## config.mk

```make
export PLATFORM = sky130hd
export DESIGN_NAME = seq_detect_fsm
export DESIGN_NICKNAME = d
export VERILOG_FILES = /design/src/rtl/seq_detect_pkg.sv /design/src/rtl/seq_detect_fsm_sat_counter.sv /design/src/rtl/seq_detect_fsm.sv
export SDC_FILE = /design/constraint.sdc
export NUM_CORES = 1
export LEC_CHECK = 0
export ABC_AREA = 0
export CAP_MARGIN = 20
export CORE_AREA = 3 3 40 42
export CTS_CLUSTER_DIAMETER = 200
export CTS_CLUSTER_SIZE = 10
export DETAILED_ROUTE_END_ITERATION = 8
export DIE_AREA = 0 0 43 45
export SLEW_MARGIN = 10
export SYNTH_ARGS = -nofsm -noshare
export SYNTH_HDL_FRONTEND = slang
export SYNTH_SLANG_ARGS = --single-unit
```

## constraint.sdc

```tcl
create_clock -name clk -period 1.7 [get_ports clk]
set_input_delay 0.17 -clock clk [delete_from_list [all_inputs] [get_ports clk]]
set_output_delay 0.17 -clock clk [all_outputs]
set_load 0.03 [all_outputs]
```

## src/rtl/seq_detect_pkg.sv

```systemverilog
// -----------------------------------------------------------------------------
// seq_detect_pkg
//
// Shared definitions for the serial pattern detector (seq_detect_fsm).
//
// Contents:
//   - MAX_LEN / state_width()   : sizing helpers for the matched-prefix state
//   - state_vec_t               : widest possible state vector (MAX_LEN pattern)
//   - overlap_mode_e            : decoded meaning of the overlap input
//   - prefix_fail()             : longest proper prefix of the pattern that is
//                                 also a suffix (KMP failure value of LEN)
//   - next_state()              : KMP automaton transition delta(s, b)
//
// All functions are evaluated at elaboration time only; they build the
// transition constants and never turn into runtime logic on their own.
// Patterns are passed zero-extended to 32 bits, MSB of the LEN-bit pattern
// is the first bit received.
// -----------------------------------------------------------------------------
package seq_detect_pkg;

    localparam int MAX_LEN = 32;

    // Number of bits needed to hold a matched-prefix length in 0..len.
    function automatic int state_width(input int len);
        return $clog2(len + 1);
    endfunction

    localparam int STATE_W_MAX = state_width(MAX_LEN);

    typedef logic [STATE_W_MAX-1:0] state_vec_t;

    typedef enum logic {
        MODE_NON_OVERLAP = 1'b0,
        MODE_OVERLAP     = 1'b1
    } overlap_mode_e;

    // Longest proper prefix of the pattern that is also a suffix of it.
    // Prefix bit j is pat[len-1-j]; suffix of length k read MSB-first is
    // pat[k-1] .. pat[0], so its bit j is pat[k-1-j].
    function automatic int prefix_fail(input logic [31:0] pat, input int len);
        int   best;
        logic ok;
        best = 0;
        for (int k = 1; k < MAX_LEN; k++) begin
            if (k < len) begin
                ok = 1'b1;
                for (int j = 0; j < MAX_LEN; j++) begin
                    if (j < k) begin
                        if (pat[5'(len - 1 - j)] != pat[5'(k - 1 - j)]) begin
                            ok = 1'b0;
                        end else begin
                            ok = ok;
                        end
                    end else begin
                        ok = ok;
                    end
                end
                if (ok) begin
                    best = k;
                end else begin
                    best = best;
                end
            end else begin
                best = best;
            end
        end
        return best;
    endfunction

    // KMP transition: the longest prefix of the pattern that is a suffix of
    // (first s pattern bits followed by b). Valid for s in 0..len-1.
    // Candidate lengths are tried in ascending order so the last hit wins.
    function automatic int next_state(input int s, input logic b,
                                      input logic [31:0] pat, input int len);
        int   best;
        int   idx;
        logic ok;
        logic seq_bit;
        best = 0;
        for (int k = 1; k <= MAX_LEN; k++) begin
            if ((k <= s + 1) && (k <= len)) begin
                ok = 1'b1;
                for (int j = 0; j < MAX_LEN; j++) begin
                    if (j < k) begin
                        // Position inside the (s+1)-bit sequence being matched.
                        idx = s + 1 - k + j;
                        if (idx < s) begin
                            seq_bit = pat[5'(len - 1 - idx)];
                        end else begin
                            seq_bit = b;
                        end
                        if (seq_bit != pat[5'(len - 1 - j)]) begin
                            ok = 1'b0;
                        end else begin
                            ok = ok;
                        end
                    end else begin
                        ok = ok;
                    end
                end
                if (ok) begin
                    best = k;
                end else begin
                    best = best;
                end
            end else begin
                best = best;
            end
        end
        return best;
    endfunction

endpackage

```

## src/rtl/seq_detect_fsm_sat_counter.sv

```systemverilog
// -----------------------------------------------------------------------------
// sat_counter
//
// Saturating up-counter with synchronous clear. Used by seq_detect_fsm to
// count detected matches when SEQ_DETECT_MATCH_COUNT_EN is defined.
//
// Ports:
//   clk_i   : rising-edge clock
//   rst_ni  : asynchronous active-low reset (count -> 0)
//   clr_i   : synchronous clear, dominates inc_i
//   inc_i   : add one on this edge unless already at all-ones
//   cnt_o   : current count, registered
// -----------------------------------------------------------------------------
module sat_counter #(
    parameter int CNT_W = 8
) (
    input  logic             clk_i,
    input  logic             rst_ni,
    input  logic             clr_i,
    input  logic             inc_i,
    output logic [CNT_W-1:0] cnt_o
);

    logic [CNT_W-1:0] cnt_q;
    logic [CNT_W-1:0] cnt_d;
    logic             at_max_s;

    assign at_max_s = &cnt_q;

    // Next count: clear first, then saturating increment, else hold.
    always_comb begin
        cnt_d = cnt_q;
        if (clr_i) begin
            cnt_d = {CNT_W{1'b0}};
        end else if (inc_i && !at_max_s) begin
            cnt_d = cnt_q + CNT_W'(1);
        end else begin
            cnt_d = cnt_q;
        end
    end

    // Count register.
    always_ff @(posedge clk_i or negedge rst_ni) begin
        if (!rst_ni) begin
            cnt_q <= {CNT_W{1'b0}};
        end else begin
            cnt_q <= cnt_d;
        end
    end

    assign cnt_o = cnt_q;

endmodule

```

## src/rtl/seq_detect_fsm.sv

```systemverilog
// -----------------------------------------------------------------------------
// seq_detect_fsm
//
// Generic serial pattern detector built on a KMP automaton. One bit of din is
// consumed on each rising edge where en=1. The state register holds the length
// of the longest pattern prefix matched so far (0..LEN).
//
// Parameters:
//   LEN      : pattern length, 2..32
//   PATTERN  : LEN-bit pattern, MSB received first
//   CNT_W    : match counter width (only meaningful with the counter option)
//
// Ports:
//   clk        : rising-edge clock
//   n_reset    : asynchronous active-low reset
//   din        : serial data bit
//   en         : sample enable
//   clr        : synchronous clear of state and counter (beats en)
//   overlap    : 1 = overlapping detection, 0 = restart after each match
//   state      : matched-prefix length
//   match      : Moore flag, state == LEN
//   hit        : Mealy look-ahead, current bit completes the pattern
//   match_cnt  : saturating count of hits
//
// Build option:
//   SEQ_DETECT_MATCH_COUNT_EN : when defined, a sat_counter counts every hit.
//                               When undefined, match_cnt is tied to zero and
//                               no counter flops exist.
// -----------------------------------------------------------------------------
module seq_detect_fsm
    import seq_detect_pkg::*;
#(
    parameter int             LEN     = 4,
    parameter logic [LEN-1:0] PATTERN = 4'b1011,
    parameter int             CNT_W   = 8
) (
    input  logic                       clk,
    input  logic                       n_reset,
    input  logic                       din,
    input  logic                       en,
    input  logic                       clr,
    input  logic                       overlap,
    output logic [$clog2(LEN+1)-1:0]   state,
    output logic                       match,
    output logic                       hit,
    output logic [CNT_W-1:0]           match_cnt
);

    localparam int          SW       = state_width(LEN);
    localparam int          NS       = 2 ** SW;
    localparam logic [31:0] PAT_EXT  = 32'(PATTERN);
    localparam int          FAIL_LEN = prefix_fail(PAT_EXT, LEN);

    typedef logic [SW-1:0] state_t;

    localparam state_t ST_FULL = state_t'(LEN);
    localparam state_t ST_IDLE = state_t'(0);

    state_t        state_q;
    state_t        state_d;
    state_t        next_s;
    logic          illegal_s;
    logic          hit_s;
    overlap_mode_e mode_s;

    // Transition constants, one row per encodable state. The two tables only
    // differ in the full-match row; rows above LEN are unreachable encodings
    // and fall back to idle.
    state_t tbl_ovl_s [NS][2];
    state_t tbl_nov_s [NS][2];

    for (genvar gs = 0; gs < NS; gs++) begin : g_row
        for (genvar gb = 0; gb < 2; gb++) begin : g_col
            if (gs < LEN) begin : g_prefix
                assign tbl_ovl_s[gs][gb] = state_t'(next_state(gs, (gb == 1), PAT_EXT, LEN));
                assign tbl_nov_s[gs][gb] = state_t'(next_state(gs, (gb == 1), PAT_EXT, LEN));
            end else if (gs == LEN) begin : g_full
                // Overlapping: keep the longest border of the pattern.
                assign tbl_ovl_s[gs][gb] = state_t'(next_state(FAIL_LEN, (gb == 1), PAT_EXT, LEN));
                // Non-overlapping: behave as if starting fresh.
                assign tbl_nov_s[gs][gb] = state_t'(next_state(0, (gb == 1), PAT_EXT, LEN));
            end else begin : g_illegal
                assign tbl_ovl_s[gs][gb] = ST_IDLE;
                assign tbl_nov_s[gs][gb] = ST_IDLE;
            end
        end
    end

    assign mode_s    = overlap_mode_e'(overlap);
    assign illegal_s = (state_q > ST_FULL);

    // Successor for the current bit; overlap only matters in the full row,
    // since both tables agree everywhere else.
    always_comb begin
        next_s = tbl_nov_s[state_q][din];
        case (mode_s)
            MODE_OVERLAP:     next_s = tbl_ovl_s[state_q][din];
            MODE_NON_OVERLAP: next_s = tbl_nov_s[state_q][din];
            default:          next_s = tbl_nov_s[state_q][din];
        endcase
    end

    // Next state: clear, then recovery from illegal encodings, then enable.
    always_comb begin
        state_d = state_q;
        if (clr) begin
            state_d = ST_IDLE;
        end else if (illegal_s) begin
            state_d = ST_IDLE;
        end else if (en) begin
            state_d = next_s;
        end else begin
            state_d = state_q;
        end
    end

    // Matched-prefix state register.
    always_ff @(posedge clk or negedge n_reset) begin
        if (!n_reset) begin
            state_q <= ST_IDLE;
        end else begin
            state_q <= state_d;
        end
    end

    // Look-ahead flag; gated by n_reset so it cannot glitch high during reset.
    assign hit_s = n_reset & en & ~clr & (next_s == ST_FULL);

    assign state = state_q;
    assign match = (state_q == ST_FULL);
    assign hit   = hit_s;

`ifdef SEQ_DETECT_MATCH_COUNT_EN
    sat_counter #(
        .CNT_W (CNT_W)
    ) u_match_cnt (
        .clk_i  (clk),
        .rst_ni (n_reset),
        .clr_i  (clr),
        .inc_i  (hit_s),
        .cnt_o  (match_cnt)
    );
`else
    assign match_cnt = {CNT_W{1'b0}};
`endif

endmodule

```

== After elaboration in Yosys (flattened, before gate mapping) ==
Memory sizes are Yosys's and may differ from the RTL's.
Index checks and enable logic that the tools add are counted.

* Magnitude comparators: 3
* Equality and inequality tests: 2
* Divide/modulo/power cells: 0
* Bitwise gates (word level): 7
* $mul: 0
* Multiplexer cells: 14
* Shifts and indexed selects: 0
* Reduce and logical (&&, ||, !) cells: 1
* Add/sub/neg operators: 0

{| class="wikitable"
|+ Operator list
! operator !! number
|-
| 3-bit 2-to-1 mux || 9
|-
| 6-bit 2-to-1 mux || 4
|-
| 3-bit == test (second input constant) || 2
|-
| 3-bit case mux with 2 select lines || 1
|-
| 4-bit greater-or-equal comparator (second input constant) || 1
|-
| 3-bit NOT with 4-bit output || 1
|-
| 1-bit AND || 3
|-
| 3-bit > comparator (second input constant) || 1
|-
| 3-bit nonzero test || 1
|-
| 2-bit greater-or-equal comparator (second input constant) || 1
|-
| 1-bit NOT || 2
|-
| 1-bit NOT with 2-bit output || 1
|}

* Bits in latches: 0
* Memories: 2
* Bits in writable memories: 0
* Flip-flop bits (word level): 3
* Word-level logic and storage cells: 30
* Output and inout bits: 13
* Bits of input ports: 6
* Memory bits (read-only): 96

{| class="wikitable"
|+ Memories
! memory !! depth !! bits a word !! rd ports !! clocked after memory_dff !! write ports !! RTL line !! RTL
|-
| (no name shown) || 8 || 6 || 1 || 0 || 0 || seq_detect_fsm.sv:97 || <nowiki>MODE_OVERLAP: next_s = tbl_ovl_s[state_q][din];</nowiki>
|-
| (no name shown) || 8 || 6 || 1 || 0 || 0 || seq_detect_fsm.sv:99 || <nowiki>default: next_s = tbl_nov_s[state_q][din];</nowiki>
|}

== Logic depth before layout (Yosys ltp) ==
Gate-level depths: netlist of the first run.

* Word-level depth: 11
* Mapped depth: 3
* Depth with buffers taken out: 3

== Least setup slack after synthesis of the first run ==
OpenSTA, ideal clock, no wires.

* Kind: register to output
* From: register state_q[0], in the netlist state[0]
* To: output port hit
* Arrival time: 2.010 ns
* Buffers on the path: 0
* Cell stages (with the launch flop): 4
* Setup slack: -0.480 ns
* Data required time: 1.530 ns
* Cell sequence: dfrtp_1 > nor3b_2 > and3b_1 > nor4_1

* Word-level cells in the longest chain between the ends: 10
* Elaborated cells on any way between the ends: 16
* Those cells by class: eq/ne (1); mux (11); bitwise (2); memory (2)

{| class="wikitable"
|+ Ends and longest elaborated chain
! element !! RTL line !! RTL
|-
| start: declaration || seq_detect_fsm.sv:59 || <nowiki>state_t state_q;</nowiki>
|-
| start signal: assignment || seq_detect_fsm.sv:122 || <nowiki>state_q <= state_d;</nowiki>
|-
| 3-bit NOT with 4-bit output (*) || - ||
|-
| memory read 8 x 6 bit (on tied branches) || - ||
|-
| 6-bit 2-to-1 mux (on tied branches) || - ||
|-
| 6-bit 2-to-1 mux (on tied branches) || seq_detect_fsm.sv:98, seq_detect_fsm.sv:97 ||
|-
| 3-bit 2-to-1 mux (on tied branches) (3 in series) || seq_detect_fsm.sv:98, seq_detect_fsm.sv:97 ||
|-
| 3-bit case mux with 2 select lines (*) || seq_detect_fsm.sv:96 || <nowiki>case (mode_s)</nowiki>
|-
| 3-bit == test (*) || seq_detect_fsm.sv:127 || <nowiki>assign hit_s = n_reset & en & ~clr & (next_s == ST_FULL);</nowiki>
|-
| 1-bit AND (*) || seq_detect_fsm.sv:127 ||
|-
| end: declaration || seq_detect_fsm.sv:45 || <nowiki>output logic hit,</nowiki>
|}

Mark *: on every way between the ends. The rest lies on a longest branch, timed or not. The select of a mux whose other input is x is not followed.

== Final worst setup path of the first run ==
* From: register state_q[2], in the netlist state[2]
* To: output port hit

Same word-level chain as after synthesis.

==> flow_summary.toml, run 1 <==
[die]
ioPinCount = 19
die_area_um2 = 1940
die-width_um = 43
initial_core_util_pct = 21.2
fp.dieH_um = 45
rows = 13
core_um2 = 1280

[synth]
yosys_warnings = 0
synth_seq_cells = 3
avgSynthCellArea_um2 = 8.52
synthCells = 32
synth_cell_type_count = 16
synth_area_um2 = 273
seq_area_frac_synth_pct = 27.5

[grt]
antenna_found_initial = 0
grt_pass1_vias = 252
grt_max_degree = 9
grt_first_pass_wirelength_mm = 1.07
overflow = 0
track_usage_pct = 7.84

[clocking]
clk_latency_ns = 0.23
htreeDepth = 1
clkSlewWorstSetupHoldPaths_ns = 0.04
clock_path_buffers = 2
cts.sinks = 3
cts_tree = "built"
postCtsSetupBuffers = 0
cts_root_buf = "clkbuf_4"
cts.hold.buffers_added = 0
cts_buffers = 3

[sta]
setup_violations = 0
fin_tns_setup_ns = 0
hold_slack_ns = 0.132
hold_viol = 0
fin_skew_ns = 0.00121
max_freq_mhz = 613
rsz0062_at_grt = "true"
slew_violations = 0
period_minus_slack_ns = 1.63
final_min_period_over_clock_period_pct = 95.9

[worst_setup_path]
timing.rr.start = "state[2]"
cp_data_arrival_time_ns = 1.46
critPathKind = "flop to output port"
reg2regPathDepth = 3
worst_setup_path_end_kind = "output port"
rr_endpoint = "state[1]"
path_max_fanout = 6
cp-startpoint = "state[2]"
worstPathRequired_ns = 1.53
startpoint_type = "flop"
reg2reg_slack_ns = 0.46
crit_path_end = "hit"

[layout]
area_growth_pct = 58.7
largest_reg_flops = 3
final_cell_mix = "8 x conb_1, 8 x clkdlybuf4s50_1, 4 x nor2_1"
fillCellCount = 147
fin_nets = 56
final_util_pct = 33.7
layout-drive-gt1-share_pct = 22.4
insertedDiodeCount = 0
final_area_um2 = 433

[pwr]
p_leak_nw = 0.201
vdd_drop_max_uv = 257
powerDensity_nw_per_um2 = 635

[outcome]
status = "completed"

[drt]
wl_per_cell_um = 10.1
via_count = 265
drc_errors = 0
ant_nets = 0
drt-pass1-iter-count = 2
drt-total-wl_um = 645
drt-initial-drc-count = 5
vias_per_cell = 4.14

[hold_path]
min-delay-path-class = "primary input to async pin"

[place]
io_buffers = 10
placed_cell_area_um2 = 400
place_congestion = 0.686

[job]
cap_viol_max_count = 0
==> power by group <==
part           total, mW  internal (mW)  switching [mW]
combinational     0.0751         0.0267          0.0484
sequential        0.0764         0.0746         0.00174
clock              0.123         0.0879          0.0356
==> synth_stat cells (all sizes together) <==
library cell  count  area (um^2)
a21oi             3         15.0
and3b             1         8.76
and4b             1         11.3
buf               8         60.1
conb              1         3.75
dfrtp             3         75.1
inv               1         3.75
mux2i             1         10.0
nand2b            1         6.26
nand3b            3         22.5
nor2              4         15.0
nor3b             1         12.5
nor4              1         6.26
o211ai            1         7.51
o21ai             1         5.00
o311a             1         10.0
==> how the worst min path moves through the flow <==
stage | from | to | depth (start not counted) | slack [ns]
after floorplan | n_reset | state[0] | 0 | -0.13
after global placement | n_reset | state[2] | 1 | 0.38
after detailed placement | n_reset | state[2] | 1 | 0.38
after CTS | n_reset | state[2] | 1 | 0.13
after global routing | n_reset | state[0] | 1 | 0.14
final | n_reset | state[2] | 1 | 0.13
==> layer usage <==
layer | wire, um | vias to the layer above | GRT usage (%) | part of all wire (%)
li1 | - | 131 | - | -
met1 | 244 | 121 | 7.99 | 38
met2 | 334 | 11 | 12.6 | 52
met3 | 48 | 2 | 1.59 | 7.4
met4 | 17 | 0 | 9.04 | 2.6
met5 | 0 | - | 0 | 0
==> worst max-delay path: stages (launching register included) <==
cell and delay [ns]:
dfrtp_1 0.38, buf_6 0.13, and4b_2 0.27, nand3b_1 0.12
nor4_4 0.16, buf_6 0.16
==> per-stage QoR <==
stage | cells | power (mW) | worst slack (ns)
after floorplan | 39 | 0.136 | 0.00834
after global placement | 60 | 0.152 | 0.111
after detailed placement | 60 | 0.152 | 0.107
after CTS | 64 | 0.282 | 0.0273
after global routing | 64 | 0.292 | -0.0116
final | 64 | 0.275 | 0.0695
==> cell type report <==
class / count / area, um^2 / area share (%)
tap: 15 / 18.8 / 4.34
multi-input combinational: 27 / 175 / 40.5
sequential: 3 / 75.1 / 17.3
clock buffer: 4 / 26.3 / 6.07
inverter: 1 / 3.75 / 0.867
timing repair buffer: 14 / 134 / 30.9
==> logic make-up after synthesis <==
logic type      Yosys count  share of synthesized area [%]
buf+inv                   9                           23.4
simple gates             12                           30.3
flops                     3                           27.5
mux                       1                           3.67
other cells               1                           1.37
compound gates            6                           13.8
==> repair_timing <==
item                                    CTS  global route
gates resized for setup                   1             2
gates cloned                              0             0
endpoints found under the setup margin    1             1
(Power assumes the default switching activity.)
==> run 2: changes to the inputs <==
Settings changed: SYNTH_HIERARCHICAL from default to 1.
==> results of run 2 <==
Same layout as run 1: the final DEF is identical, and so are final timing and power.
Among the figures that moved: Yosys warning count 0 -> 6
==> run 3: changes to the inputs <==
Settings changed: CELL_PAD_IN_SITES_DETAIL_PLACEMENT from default to 0, CELL_PAD_IN_SITES_GLOBAL_PLACEMENT from default to 1, CORE_AREA 3 3 40 42 to default, CORE_MARGIN from default to 3, CORE_UTILIZATION from default to 21, DIE_AREA 0 0 43 45 to default, PLACE_DENSITY_LB_ADDON from default to 0.1.
==> run 3 against run 2 <==
Clock skew hardly changed; critical path depth stayed put; global-route usage is 0.080 points lower; sequential share of layout area is 0.36 points higher; first-iteration DRC count is 40% lower; total power is 1.8% lower; sequential cell count stayed put; worst hold slack better by 0.0047 ns; largest power group unchanged.
==> flow_summary.toml, run 3 <==
[outcome]
status = "completed"

[sta]
hold_slack_ns = 0.137
hold_viol = 0
setup_violations = 0
period_minus_slack_ns = 1.65
fin_skew_ns = 0.000990
final_min_period_over_clock_period_pct = 96.8
max_freq_mhz = 608
rsz0062_at_grt = "true"
slew_violations = 0

[grt]
grt_max_degree = 9
grt_pass1_vias = 233
grt_first_pass_wirelength_mm = 1.01
antenna_found_initial = 0
track_usage_pct = 7.76
overflow = 0

[worst_setup_path]
startpoint_type = "flop"
critPathKind = "flop to output port"
worstPathRequired_ns = 1.53
max_stage_delay_ns = 0.37
cp_data_arrival_time_ns = 1.48
critPathBufInv = 2
worst_setup_path_end_kind = "output port"
path_cells = "buf_6 -> and4b_2 -> nand3b_1 -> nor4_4 -> buf_6"
crit_path_top_delay_cell = "dfrtp_1"
path_max_fanout = 6
cpMostUsedCell = "buf_6"
cp_top_family = "simple AND/OR/NAND/NOR gates"

[drt]
ant_nets = 0
drt-initial-drc-count = 3
vias_per_cell = 4.05
drc_errors = 0
via_count = 251
drt-pass1-iter-count = 4
drt-total-wl_um = 626
wl_per_cell_um = 10.1

[layout]
layout-drive-gt1-share_pct = 20.8
largest_reg_flops = 3
multi_input_area_um2 = 175
fillCellCount = 128
insertedDiodeCount = 0
area_growth_pct = 55.5
fin_nets = 55
final_area_um2 = 424
regArea_um2 = 75.1
final_cell_mix = "8 x conb_1, 8 x clkdlybuf4s50_1, 4 x nor2_1"

[clocking]
cts_tree = "built"
cts_root_buf = "clkbuf_4"
clkSlewWorstSetupHoldPaths_ns = 0.04
cts.sinks = 3
clk_latency_ns = 0.23
htreeDepth = 1
postCtsSetupBuffers = 0
cts_buffers = 3
cts.hold.buffers_added = 0
clock_path_buffers = 2

[synth]
synthFlopType = "dfrtp_1"
seq_area_frac_synth_pct = 27.5
yosysTopAreaCell = "dfrtp_1"
synth_area_um2 = 273
yosys_warnings = 6
ys_top_cells_by_area = "dfrtp_1 28%, buf_4 22%, nand3b_1 8.3%"
synth_edf_count = 0
synth_common_cells = "8 x buf_4, 4 x nor2_1, 3 x a21oi_1, 3 x dfrtp_1, 3 x nand3b_1"
synth_seq_cells = 3
avgSynthCellArea_um2 = 8.52
synth_cell_type_count = 16
async_reset_ff_share_pct = 100
synth_most_common_cell = "buf_4"
synth_top_cell_area_share_pct = 27.5
synthCells = 32

[pwr]
p_sw_mw = 0.0824
p_comb_share_pct = 27.2
cellInternalPower_mw = 0.188
switching_share_pct = 30.5
p_leak_nw = 0.196
powerDensity_nw_per_um2 = 636
p_seq_share_pct = 28.3
clkPwrFrac_pct = 44.5
vdd_drop_max_uv = 298

[die]
initial_core_util_pct = 23.6
rows = 12
fp.dieH_um = 42.0
ioPinCount = 19
die_area_um2 = 1770
die-width_um = 42.0
core_um2 = 1160

[place]
placed_cell_area_um2 = 392
place_congestion = 0.658
hpwlAfterDp_um = 542
io_buffers = 10

[hold_path]
min-delay-path-class = "primary input to async pin"

[job]
cap_viol_max_count = 0
-- run 3: cell counts after synthesis --
No cell type changed its count.
-- run 3: per-stage QoR --
stage	setup TNS (ns)	std cells	power (mW)	util [%]	setup slack [ns]
after floorplan	0	39	0.136	-	0.00834
after global placement	0	58	0.151	33.9	0.0946
after detailed placement	0	58	0.150	33.9	0.0977
after CTS	0	62	0.276	36.0	0.0170
after global routing	-0.0394	62	0.289	36.7	-0.0394
final	0	62	0.270	36.7	0.0549
-- run 3: cell type report --
class | count | area share [%]
Clock buffer | 4 | 6.19
Sequential cell | 3 | 17.7
Timing Repair Buffer | 13 | 29.8
Multi-Input combinational cell | 27 | 41.3
Tap cell | 14 | 4.13
Inverter | 1 | 0.885
-- run 3: worst paths after layout --
check / startpoint / to / slack (ns) / depth (start not counted)
setup / recovery: state[2] / hit / 0.05 / 5
setup reg to reg: state[2] / state[1] / 0.47 / 3
hold reg to reg: state[0] / state[2] / 0.63 / 3
max in group asynchronous: n_reset / state[1] / 1.41 / 1
min in group clk: clr / state[2] / 0.56 / 2
hold / removal: n_reset / state[2] / 0.14 / 1
-- run 3: power by group through the flow --
stage                     registers (mW)  logic, mW  clock network [mW]
after CTS                         0.0765     0.0732               0.127
after global routing              0.0768     0.0780               0.134
after detailed placement          0.0773     0.0731                   0
final                             0.0764     0.0733               0.120
after global placement            0.0773     0.0733                   0
after floorplan                   0.0859     0.0498                   0
-- run 3: worst register-to-register path, delay by kind of cell (launching register included) --
family | cells | cell delay, ns
AO/OA/AOI/OAI | 1 | 0.34
flip-flops | 1 | 0.37
AND/OR/NAND/NOR | 2 | 0.38
-- run 3: kinds of logic after synthesis --
group,after synthesis,share of synthesized area [%]
AND/OR/NAND/NOR,12,30.3
buffers and inverters,9,23.4
AO/OA/AOI/OAI,6,13.8
flip-flops,3,27.5
multiplexers,1,3.67
other,1,1.37
-- run 3: repair_timing --
action / 4_1_cts / 5_1_grt
setup endpoints to repair: 1 / 1
pin swaps: 0 / 0
gates cloned: 0 / 0
gates resized for setup: 1 / 2
-- run 3: routing by layer --
metal	routed length, um	up-vias	GRT usage (%)
met5	0	-	0
met4	0	0	7.45
met3	49	0	3.00
met2	319	10	12.3
met1	257	111	7.51
li1	-	130	-
